==> src/rtl/pipelined_multiplier_arbiter.sv <==
`default_nettype none
// ============================================================================
// Module      : pipelined_multiplier_arbiter
// Description : Shares one external pipelined multiplier between NUM_REQ
//               requesters. Round-robin arbitration issues at most one
//               operation per cycle. A tag pipeline {valid, id} runs in
//               lockstep with the multiplier and steers each result back to
//               the requester that issued it. If the head result's
//               destination is not ready, the whole multiplier is frozen
//               through its clock enable.
// Ports       : clk_i, rst_n_i (async, active-low), flush_i
//               req_valid_i / req_ready_o / req_operand_A_i / req_operand_B_i
//               resp_valid_o / resp_ready_i / resp_result_o
//               mul_clk_en_o, mul_valid_o, mul_operand_A_o, mul_operand_B_o
//               mul_result_i, mul_valid_i   (multiplier side)
//               busy_o      (one or more operations in flight)
// Revision    : 1.0 - initial release
// ============================================================================
module pipelined_multiplier_arbiter #(
    parameter int DATA_WIDTH = 16,
    parameter int NUM_REQ    = 4,
    parameter int LATENCY    = 3
) (
    input  logic                            clk_i,
    input  logic                            rst_n_i,
    input  logic                            flush_i,
    input  logic [NUM_REQ-1:0]              req_valid_i,
    output logic [NUM_REQ-1:0]              req_ready_o,
    input  logic [NUM_REQ*DATA_WIDTH-1:0]   req_operand_A_i,
    input  logic [NUM_REQ*DATA_WIDTH-1:0]   req_operand_B_i,
    output logic [NUM_REQ-1:0]              resp_valid_o,
    input  logic [NUM_REQ-1:0]              resp_ready_i,
    output logic [2*DATA_WIDTH-1:0]         resp_result_o,
    output logic                            mul_clk_en_o,
    output logic                            mul_valid_o,
    output logic [DATA_WIDTH-1:0]           mul_operand_A_o,
    output logic [DATA_WIDTH-1:0]           mul_operand_B_o,
    input  logic [2*DATA_WIDTH-1:0]         mul_result_i,
    input  logic                            mul_valid_i,
    output logic                            busy_o
);

    localparam int c_ID_W  = $clog2(NUM_REQ);
    localparam int c_CNT_W = $clog2(LATENCY + 1);

    // Tag pipeline, stage LATENCY-1 lines up with the multiplier output.
    logic [LATENCY-1:0] r_tag_v;
    logic [c_ID_W-1:0]  r_tag_id [LATENCY];
    // Marks stages whose multiplier contents were orphaned by a flush.
    logic [LATENCY-1:0] r_kill;
    logic [c_ID_W-1:0]  r_ptr;
    logic [c_CNT_W-1:0] r_cnt;

    logic               w_head_v;
    logic [c_ID_W-1:0]  w_head_id;
    logic               w_stall;
    logic               w_retire;
    logic               w_arb_en;
    logic               w_issue;
    logic [c_ID_W-1:0]  w_gnt_id;
    logic [c_ID_W-1:0]  w_idx;
    logic [NUM_REQ-1:0] w_gnt;

    // ------------------------------------------------------------------
    // Head of the tag pipeline and stall
    // ------------------------------------------------------------------
    assign w_head_v  = r_tag_v[LATENCY-1];
    assign w_head_id = r_tag_id[LATENCY-1];
    assign w_stall   = w_head_v & ~resp_ready_i[w_head_id];
    assign w_retire  = w_head_v &  resp_ready_i[w_head_id];

    assign mul_clk_en_o  = ~w_stall;
    assign resp_result_o = mul_result_i;

    always_comb begin
        resp_valid_o = '0;
        if (w_head_v) begin
            resp_valid_o[w_head_id] = 1'b1;
        end
    end

    // ------------------------------------------------------------------
    // Round-robin arbiter: scan from ptr+1 upward with wrap. Reset is
    // folded in so no grant is visible while rst_n_i is held low.
    // ------------------------------------------------------------------
    assign w_arb_en = rst_n_i & ~w_stall & ~flush_i;

    always_comb begin
        w_issue  = 1'b0;
        w_gnt_id = '0;
        w_idx    = '0;
        w_gnt    = '0;
        if (w_arb_en) begin
            for (int i = 1; i <= NUM_REQ; i++) begin
                w_idx = c_ID_W'((int'(r_ptr) + i) % NUM_REQ);
                if (!w_issue && req_valid_i[w_idx]) begin
                    w_issue       = 1'b1;
                    w_gnt_id      = w_idx;
                    w_gnt[w_idx]  = 1'b1;
                end
            end
        end
    end

    assign req_ready_o     = w_gnt;
    assign mul_valid_o     = w_issue;
    assign mul_operand_A_o = w_issue ? req_operand_A_i[int'(w_gnt_id)*DATA_WIDTH +: DATA_WIDTH] : '0;
    assign mul_operand_B_o = w_issue ? req_operand_B_i[int'(w_gnt_id)*DATA_WIDTH +: DATA_WIDTH] : '0;

    // ------------------------------------------------------------------
    // Tag pipeline: advances only with the multiplier clock enable.
    // Flush clears valids regardless of the enable, which also releases
    // a pending stall on the following cycle.
    // ------------------------------------------------------------------
    always_ff @(posedge clk_i or negedge rst_n_i) begin
        if (!rst_n_i) begin
            r_tag_v <= '0;
            for (int i = 0; i < LATENCY; i++) begin
                r_tag_id[i] <= '0;
            end
        end else if (flush_i) begin
            r_tag_v <= '0;
        end else if (mul_clk_en_o) begin
            r_tag_v[0]  <= w_issue;
            r_tag_id[0] <= w_gnt_id;
            for (int i = 1; i < LATENCY; i++) begin
                r_tag_v[i]  <= r_tag_v[i-1];
                r_tag_id[i] <= r_tag_id[i-1];
            end
        end
    end

    always_ff @(posedge clk_i or negedge rst_n_i) begin
        if (!rst_n_i) begin
            r_kill <= '0;
        end else if (flush_i) begin
            r_kill <= '1;
        end else if (mul_clk_en_o) begin
            r_kill[0] <= 1'b0;
            for (int i = 1; i < LATENCY; i++) begin
                r_kill[i] <= r_kill[i-1];
            end
        end
    end

    // ------------------------------------------------------------------
    // Round-robin pointer and in-flight counter
    // ------------------------------------------------------------------
    always_ff @(posedge clk_i or negedge rst_n_i) begin
        if (!rst_n_i) begin
            r_ptr <= c_ID_W'(NUM_REQ - 1);
        end else if (w_issue) begin
            r_ptr <= w_gnt_id;
        end
    end

    always_ff @(posedge clk_i or negedge rst_n_i) begin
        if (!rst_n_i) begin
            r_cnt <= '0;
        end else if (flush_i) begin
            r_cnt <= '0;
        end else if (w_issue && !w_retire) begin
            r_cnt <= r_cnt + c_CNT_W'(1);
        end else if (!w_issue && w_retire) begin
            r_cnt <= r_cnt - c_CNT_W'(1);
        end
    end

    assign busy_o = (r_cnt != '0);

    // The multiplier's valid must track the tag head while it advances,
    // except for stages whose work was discarded by a flush.
    a_mul_valid_tracks_tag : assert property (
        @(posedge clk_i) disable iff (!rst_n_i)
        (mul_clk_en_o && !r_kill[LATENCY-1]) |-> (mul_valid_i == w_head_v)
    );

endmodule
`default_nettype wire

==> config.mk <==
export PLATFORM = sky130hd
export DESIGN_NAME = pipelined_multiplier_arbiter
export DESIGN_NICKNAME = d
export VERILOG_FILES = /design/src/rtl/pipelined_multiplier_arbiter.sv
export SDC_FILE = /design/constraint.sdc
export NUM_CORES = 1
export LEC_CHECK = 0
export ABC_AREA = 1
export CORE_MARGIN = 10
export CORE_UTILIZATION = 32
export DETAILED_ROUTE_END_ITERATION = 6
export HOLD_SLACK_MARGIN = 0.1
export PLACE_DENSITY = 0.83
export SYNTH_ARGS = -nofsm -noshare
export SYNTH_HDL_FRONTEND = slang
export SYNTH_SLANG_ARGS = --single-unit
export TNS_END_PERCENT = 50
==> constraint.sdc <==
create_clock -name clk_i -period 3.6 [get_ports clk_i]
set_clock_uncertainty 0.05 [all_clocks]
set_input_delay 0.54 -clock clk_i [delete_from_list [all_inputs] [get_ports clk_i]]
set_output_delay 0.54 -clock clk_i [all_outputs]
set_load 0.005 [all_outputs]
==> results of run 1 <==
cells by family (layout without fill, tap and decap cells):
group	after synthesis	in the layout	share of synthesized area
buf+inv	123	276	0.238
simple gates	252	252	0.426
fa+ha+maj	8	8	0.0367
compound gates	92	92	0.179
flops	13	13	0.120
power by group:
part	internal (uW)	switching, uW	total (uW)
clock network	78.2	52.1	130
registers	202	33.1	235
logic	1040	1230	2270
cell usage in the layout (no fill, tap or decap), types with 3 or more instances in the layout:
cell type / netlist / final
clkdlybuf4s50_1: 0 / 161
nand2_1: 112 / 111
inv_1: 66 / 66
nor2_1: 67 / 66
o21ai_0: 37 / 36
nand3_1: 32 / 32
a21oi_1: 25 / 24
dlymetal6s2s_1: 0 / 19
o21ai_1: 16 / 17
buf_4: 33 / 13
or2_1: 11 / 11
dfrtp_1: 11 / 11
nand2_2: 7 / 8
o21bai_1: 8 / 8
ha_1: 8 / 7
buf_12: 0 / 6
nand2_4: 6 / 5
a31oi_1: 4 / 4
or2_0: 4 / 4
nor3_1: 4 / 4
nand3_2: 3 / 3
clkbuf_8: 0 / 3
worst reg2reg max path, delay by kind of cell, from the launching register on:
family / cells / cell delay [ns]
AOI/OAI and AO/OA: 1 / 0.08
buffers and inverters: 3 / 0.37
adders and majority gates: 1 / 0.30
DFF: 1 / 0.57
and+or+nand+nor: 8 / 0.90
routing by layer:
layer,up-vias,share of wire,track usage
li1,1800,-,-
met1,1574,0.40,0.190
met5,-,0,0
met2,143,0.49,0.298
met3,18,0.086,0.0501
met4,0,0.017,0.0372
cells in the mapped netlist, drive strengths merged:
master,n
o22ai,1
inv,71
a21boi,1
o21bai,8
buf,50
clkbuf,2
dfrtp,11
nand4,3
nand3,35
or2,15
nor2,70
nor3,4
dfstp,2
ha,8
o21ai,53
a31oi,4
a21oi,25
nand2,125
cell type report:
class | count | area, um2 | area share
multi-input combinational | 352 | 1780 | 0.382
timing repair buffer | 201 | 2100 | 0.450
tap | 105 | 131 | 0.0282
clock buffer | 4 | 45.0 | 0.00966
sequential | 13 | 328 | 0.0703
inverter | 71 | 277 | 0.0593
sequential cells by signal, summed over array words and instances (netlist names):
name / count
r_ptr: 2
r_tag_id: 4
r_tag_v: 3
r_cnt: 2
w_head_id: 2
worst min-delay path by stage:
stage	depth (start not counted)	end
2_1_floorplan	0	r_cnt[0]$_DFFE_PN0P_
4_1_cts	2	w_head_id[1]$_DFFE_PN0P_
3_3_place_gp	2	r_tag_id[2]$_DFFE_PN0P_
5_1_grt	2	w_head_id[1]$_DFFE_PN0P_
6_report	2	w_head_id[1]$_DFFE_PN0P_
3_5_place_dp	2	w_head_id[1]$_DFFE_PN0P_
metrics by stage:
step                      hold slack (ns)   util  cells
final                               0.435  0.565    746
after global routing                0.477  0.565    746
after CTS                           0.442  0.549    743
after detailed placement            0.430  0.540    737
after global placement              0.420  0.540    737
after floorplan                     0.194      -    488
timing repair:
item / in CTS / in global routing
cloned: 0 / 1
gates resized for setup: 5 / 30
endpoints found under the setup margin: 32 / 31
pin swaps: 1 / 2
buffers inserted: 2 / 2
==> run metrics, run 1 <==
YS warnings=0; worst slew pin tran=0.255 ns; Die Y=about 110 um; Clock Sinks=13; Max Fclk=0.278 GHz; slowest stage cell, crit path=dfstp_2; Worst-path clk slew=0.06 ns; DRC violations left=0; hpwl dp=around 9.4 mm; Required @ worst endpoint=3.01 ns; Vias=3535; CTS tree=done; Cell Rows=33; post-synth top area share=0.154; htree depth=1; die width=around 110 um; Syn Nets=668; min Tclk post-route=3.60 ns; synthesized area per cell=5.59 um2; NumNets Final=822; I/O Buffers=roughly 180; HP Start=r_tag_id[3]$_DFFE_PN0P_; Initial Utilization=0.331; Max Slew Vio Count=0; later-pin clock latency in the skew report=0.24 ns; total CTS buffers=3; Fin. Hold Viols=0; Placed Area=4460 um2; critical path's largest stage delay=0.57 ns; fin crit share=0.999; Netlist cell types=30; antenna cells=0; CORE AREA=8260 um2; layout cells sized above 1=0.0842; reg-to-reg setup timing slack=1.26 ns; filler cell count=770; RePlAce Congestion=~0.85; Crit Reg-Reg Startpoint=r_ptr[0]$_DFFE_PN1P_; Routed WL per cell=~15 um; P&R area growth vs syn=70.9%; Bufs and invs on worst path=6; ranking of synthesized cells by area=nand2_1 15%, dfrtp_1 10%, nor2_1 9.2%; Ports=247; Reg-to-Reg End=r_cnt[0]$_DFFE_PN0P_; Crit Path Category=register to output port; Total GRT Usage=0.167; first-pass GRT wire length=approximately 18 mm; status=finished, final reports clean; Post-Syn Area=2730 um2; antenna-violating nets left=0; Hold-fix buffers, CTS=0; Max Fanout on Critical Path=13; Via density=around 4.7; reg2reg path depth=13; Design Power=2630 uW; WP data arrival=3.01 ns; MaxCap Viol Count=0; Top delay family on crit path=buffers and inverters; Max Buffers Root-to-Sink=2; largest area contributor in the netlist=nand2_1; global route overflow=0; Max rail drop VDD=0.334 mV; wirelength, routed=11.3 mm; Critical Path Start=r_ptr[0]$_DFFE_PN1P_; LEAKAGE=between 0.002 and 0.003 uW; stages on the worst setup path=17; post-synthesis sequential area ratio=0.120; Setup WS post-layout=0.00230 ns; flops & latches, synth=13; initial antenna violation count=0; dpl ws=-0.00344 ns; largest net degree at the start of global routing=58; Worst setup SP type=register; CP endpoint kind=output port; DRT iter0 DRCs=254; Worst slew margin=0.828; synthesized netlist cell count=488; cells along the critical path=inv_6 > ha_4 > inv_1 > nand2_2 > nand2_4 > inv_2 > o21ai_1 > nand2_2 > nand2_4 > nor2_4 > buf_4 > buf_12 > nor2_1 > nor2_1 > o21ai_0 > nand2_1 > clkdlybuf4s50_1; full die area=12600 um2; vias in the first global route=3520; end point of the critical path=mul_operand_B_o[4]; # setup viols final=0; setup TNS=0 ns; PD cells=564 nW/um2; Root Driver=clkbuf_8; Pre-Repair DR Iteration Count=7; Final Cell Area=~4700 um2; RSZ-0062 raised after global routing=yes; HP Class=register to register
Note: power is estimated with default switching activity, not from simulation.
==> inputs of run 2 (changes only) <==
- REMOVE_ABC_BUFFERS: not set -> 1
==> run 2 against run 1 <==
Against the previous run: the run now ends with negative setup slack left; register-to-register slack worse by 0.03 ns; sequential share of layout area is 0.13 points lower; routed wire length increased by 14%; global-route usage is 1.3 points higher; non-clock buffer count up 4; final area increased by 2.0%; die area is the same; hold slack improved by 0.019 ns; via count is 2.4% higher; sequential power about the same; utilization grew 1.1 points.
==> run metrics, run 2 (synthesis gave the netlist of run 1 again) <==
min Tclk post-route=3.66 ns (was 3.60 ns); commonest non-fill, non-tap cell in the layout=clkdlybuf4s50_1 (unchanged); CORE AREA=8260 um2 (unchanged); Routed WL per cell=17.2 um (was 15.2 um); full die area=12600 um2 (unchanged); most used cell, CP=nand2_1; vias in the first global route=3587 (was 3520); Worst setup SP type=register (unchanged); I/O Buffers=181 (unchanged); later-pin clock latency in the skew report=0.24 ns (about the same); Max Buffers Root-to-Sink=2 (unchanged); Reg area=328 um2 (unchanged); MaxCap Viol Count=0 (unchanged); Clock Sinks=13 (unchanged); die width=112 um (unchanged); Worst-path clk slew=0.06 ns (about the same); area of the multi-input gates=1820 um2 (was 1780 um2); Regs by FF count=r_tag_id (4), r_tag_v (3) (unchanged); failing checks=negative setup slack; CTS tree=done (unchanged); hpwl dp=10.5 mm (was 9.36 mm); slowest stage cell, crit path=dfstp_2 (unchanged); RSZ-0062 raised after global routing=yes (unchanged); Ports=247 (unchanged); Max Fclk=0.273 GHz (was 0.278 GHz); RePlAce Congestion=0.870 (was 0.850); DRC violations left=0 (unchanged); NumNets Final=826 (was 822); Worst slew margin=0.800 (was 0.828); Fin. Hold Viols=0 (unchanged); initial antenna violation count=0 (unchanged); Crit Path Category=register to output port (unchanged); Via density=4.83 (was 4.74); layout cells sized above 1=0.0977 (was 0.0842); Largest register FFs=4 (unchanged); fin crit share=1.02 (was 0.999); Total GRT Usage=0.180 (was 0.167); Max Fanout on Critical Path=18 (was 13); htree depth=1 (unchanged); DRT iter0 DRCs=184 (was 254); # setup viols final=2 (was 0); Die Y=112 um (unchanged); HP Class=register to register (unchanged); Initial Utilization=0.331 (unchanged); PD cells=592 nW/um2 (was 564 nW/um2); cells along the critical path=inv_6 > ha_4 > inv_1 > nand2_2 > nand2_4 > nor2_8 > nand2_1 > nand2_1 > nand2_1 > nand2_2 > nand2_8 > buf_12 > a21oi_1 > o21ai_0 > nand2_1 > clkdlybuf4s50_1 (was inv_6 > ha_4 > inv_1 > nand2_2 > nand2_4 > inv_2 > o21ai_1 > nand2_2 > nand2_4 > nor2_4 > buf_4 > buf_12 > nor2_1 > nor2_1 > o21ai_0 > nand2_1 > clkdlybuf4s50_1); most frequent cells in the layout=159 x clkdlybuf4s50_1, 109 x nand2_1, 67 x nor2_1 (was 161 x clkdlybuf4s50_1, 111 x nand2_1, 66 x inv_1, 66 x nor2_1, 36 x o21ai_0); CP endpoint kind=output port (unchanged); Setup WS post-layout=-0.0617 ns (was 0.00230 ns); WP data arrival=3.07 ns (was 3.01 ns); Vias=3621 (was 3535); first-pass GRT wire length=18.6 mm (was 17.8 mm); Design Power=2820 uW (was 2630 uW); Required @ worst endpoint=3.01 ns (about the same); Cell Rows=33 (unchanged); wirelength, routed=12.9 mm (was 11.3 mm); Max rail drop VDD=0.293 mV (was 0.334 mV); worst slew pin tran=0.299 ns (was 0.255 ns); Max Slew Vio Count=0 (unchanged); filler cell count=787 (was 770); status=finished, violations left (was finished, final reports clean); total CTS buffers=3 (unchanged); P&R area growth vs syn=74.2% (was 70.9%); dpl ws=-0.00930 ns (was -0.00344 ns); global route overflow=0 (unchanged); LEAKAGE=0.00259 uW (was 0.00252 uW); antenna-violating nets left=0 (unchanged); Reg with most FFs=r_tag_id (unchanged); critical path's largest stage delay=0.57 ns (about the same); Hold-fix buffers, CTS=0 (unchanged); Root Driver=clkbuf_8 (unchanged); largest net degree at the start of global routing=25 (was 58); antenna cells=0 (unchanged); Pre-Repair DR Iteration Count=5 (was 7)
run 2: path summary, 6_finish.rpt:
check	startpoint	depth (start not counted)	slack, ns	to
setup reg to reg	r_ptr[0]$_DFFE_PN1P_	14	1.23	r_cnt[0]$_DFFE_PN0P_
min in group asynchronous	rst_n_i	2	0.59	r_tag_id[4]$_DFFE_PN0P_
max in group asynchronous	rst_n_i	2	2.68	r_ptr[1]$_DFFE_PN1P_
hold / removal	r_tag_id[2]$_DFFE_PN0P_	2	0.45	r_tag_id[2]$_DFFE_PN0P_
hold reg to reg	r_tag_id[2]$_DFFE_PN0P_	2	0.45	r_tag_id[2]$_DFFE_PN0P_
setup / recovery	r_ptr[0]$_DFFE_PN1P_	16	-0.06	mul_operand_B_o[13]
run 2: per-stage QoR:
stage / instance area (um2) / hold slack (ns) / setup TNS [ns] / instances / utilization
2_1_floorplan: 2350 / 0.194 / 0 / 436 / -
3_3_place_gp: 4500 / 0.420 / 0 / 739 / 0.545
3_5_place_dp: 4500 / 0.437 / -0.0101 / 739 / 0.545
4_1_cts: 4620 / 0.456 / -0.000660 / 745 / 0.559
5_1_grt: 4760 / 0.483 / -1.36 / 750 / 0.576
6_report: 4760 / 0.455 / -0.0716 / 750 / 0.576
run 2: final cells by class:
class | count | share of cell area
timing repair buffer | 205 | 0.453
inverter | 71 | 0.0587
sequential | 13 | 0.0689
tap | 105 | 0.0276
multi-input combinational | 352 | 0.382
clock buffer | 4 | 0.00947
run 2: what timing repair did:
action,CTS,global route
resized for setup,8,33
gates cloned,1,0
setup buffers,1,5
pin swaps,2,2
endpoints found under the setup margin,32,32
run 2: worst max-delay path, delay by kind of cell (launching register included):
| family | cells | cell delay, ns |
|---|---|---|
| fa+ha+maj | 1 | 0.31 |
| flops | 1 | 0.57 |
| buf+inv | 4 | 0.82 |
| simple gates | 9 | 0.85 |
| compound gates | 2 | 0.25 |
run 2: layer usage:
layer  global-route usage  wire [um]  up-vias
met5               0.0314         34        -
met4               0.0288        168        2
met3               0.0831       1350       23
met2                0.304       6300      177
met1                0.204       5060     1612
li1                     -          -     1807
run 2: power by group:
group	leakage (uW)	switching [uW]	internal, uW
Clock	0.0000228	52.3	78.1
Sequential	0.000165	33.3	202
Combinational	0.00240	1350	1100
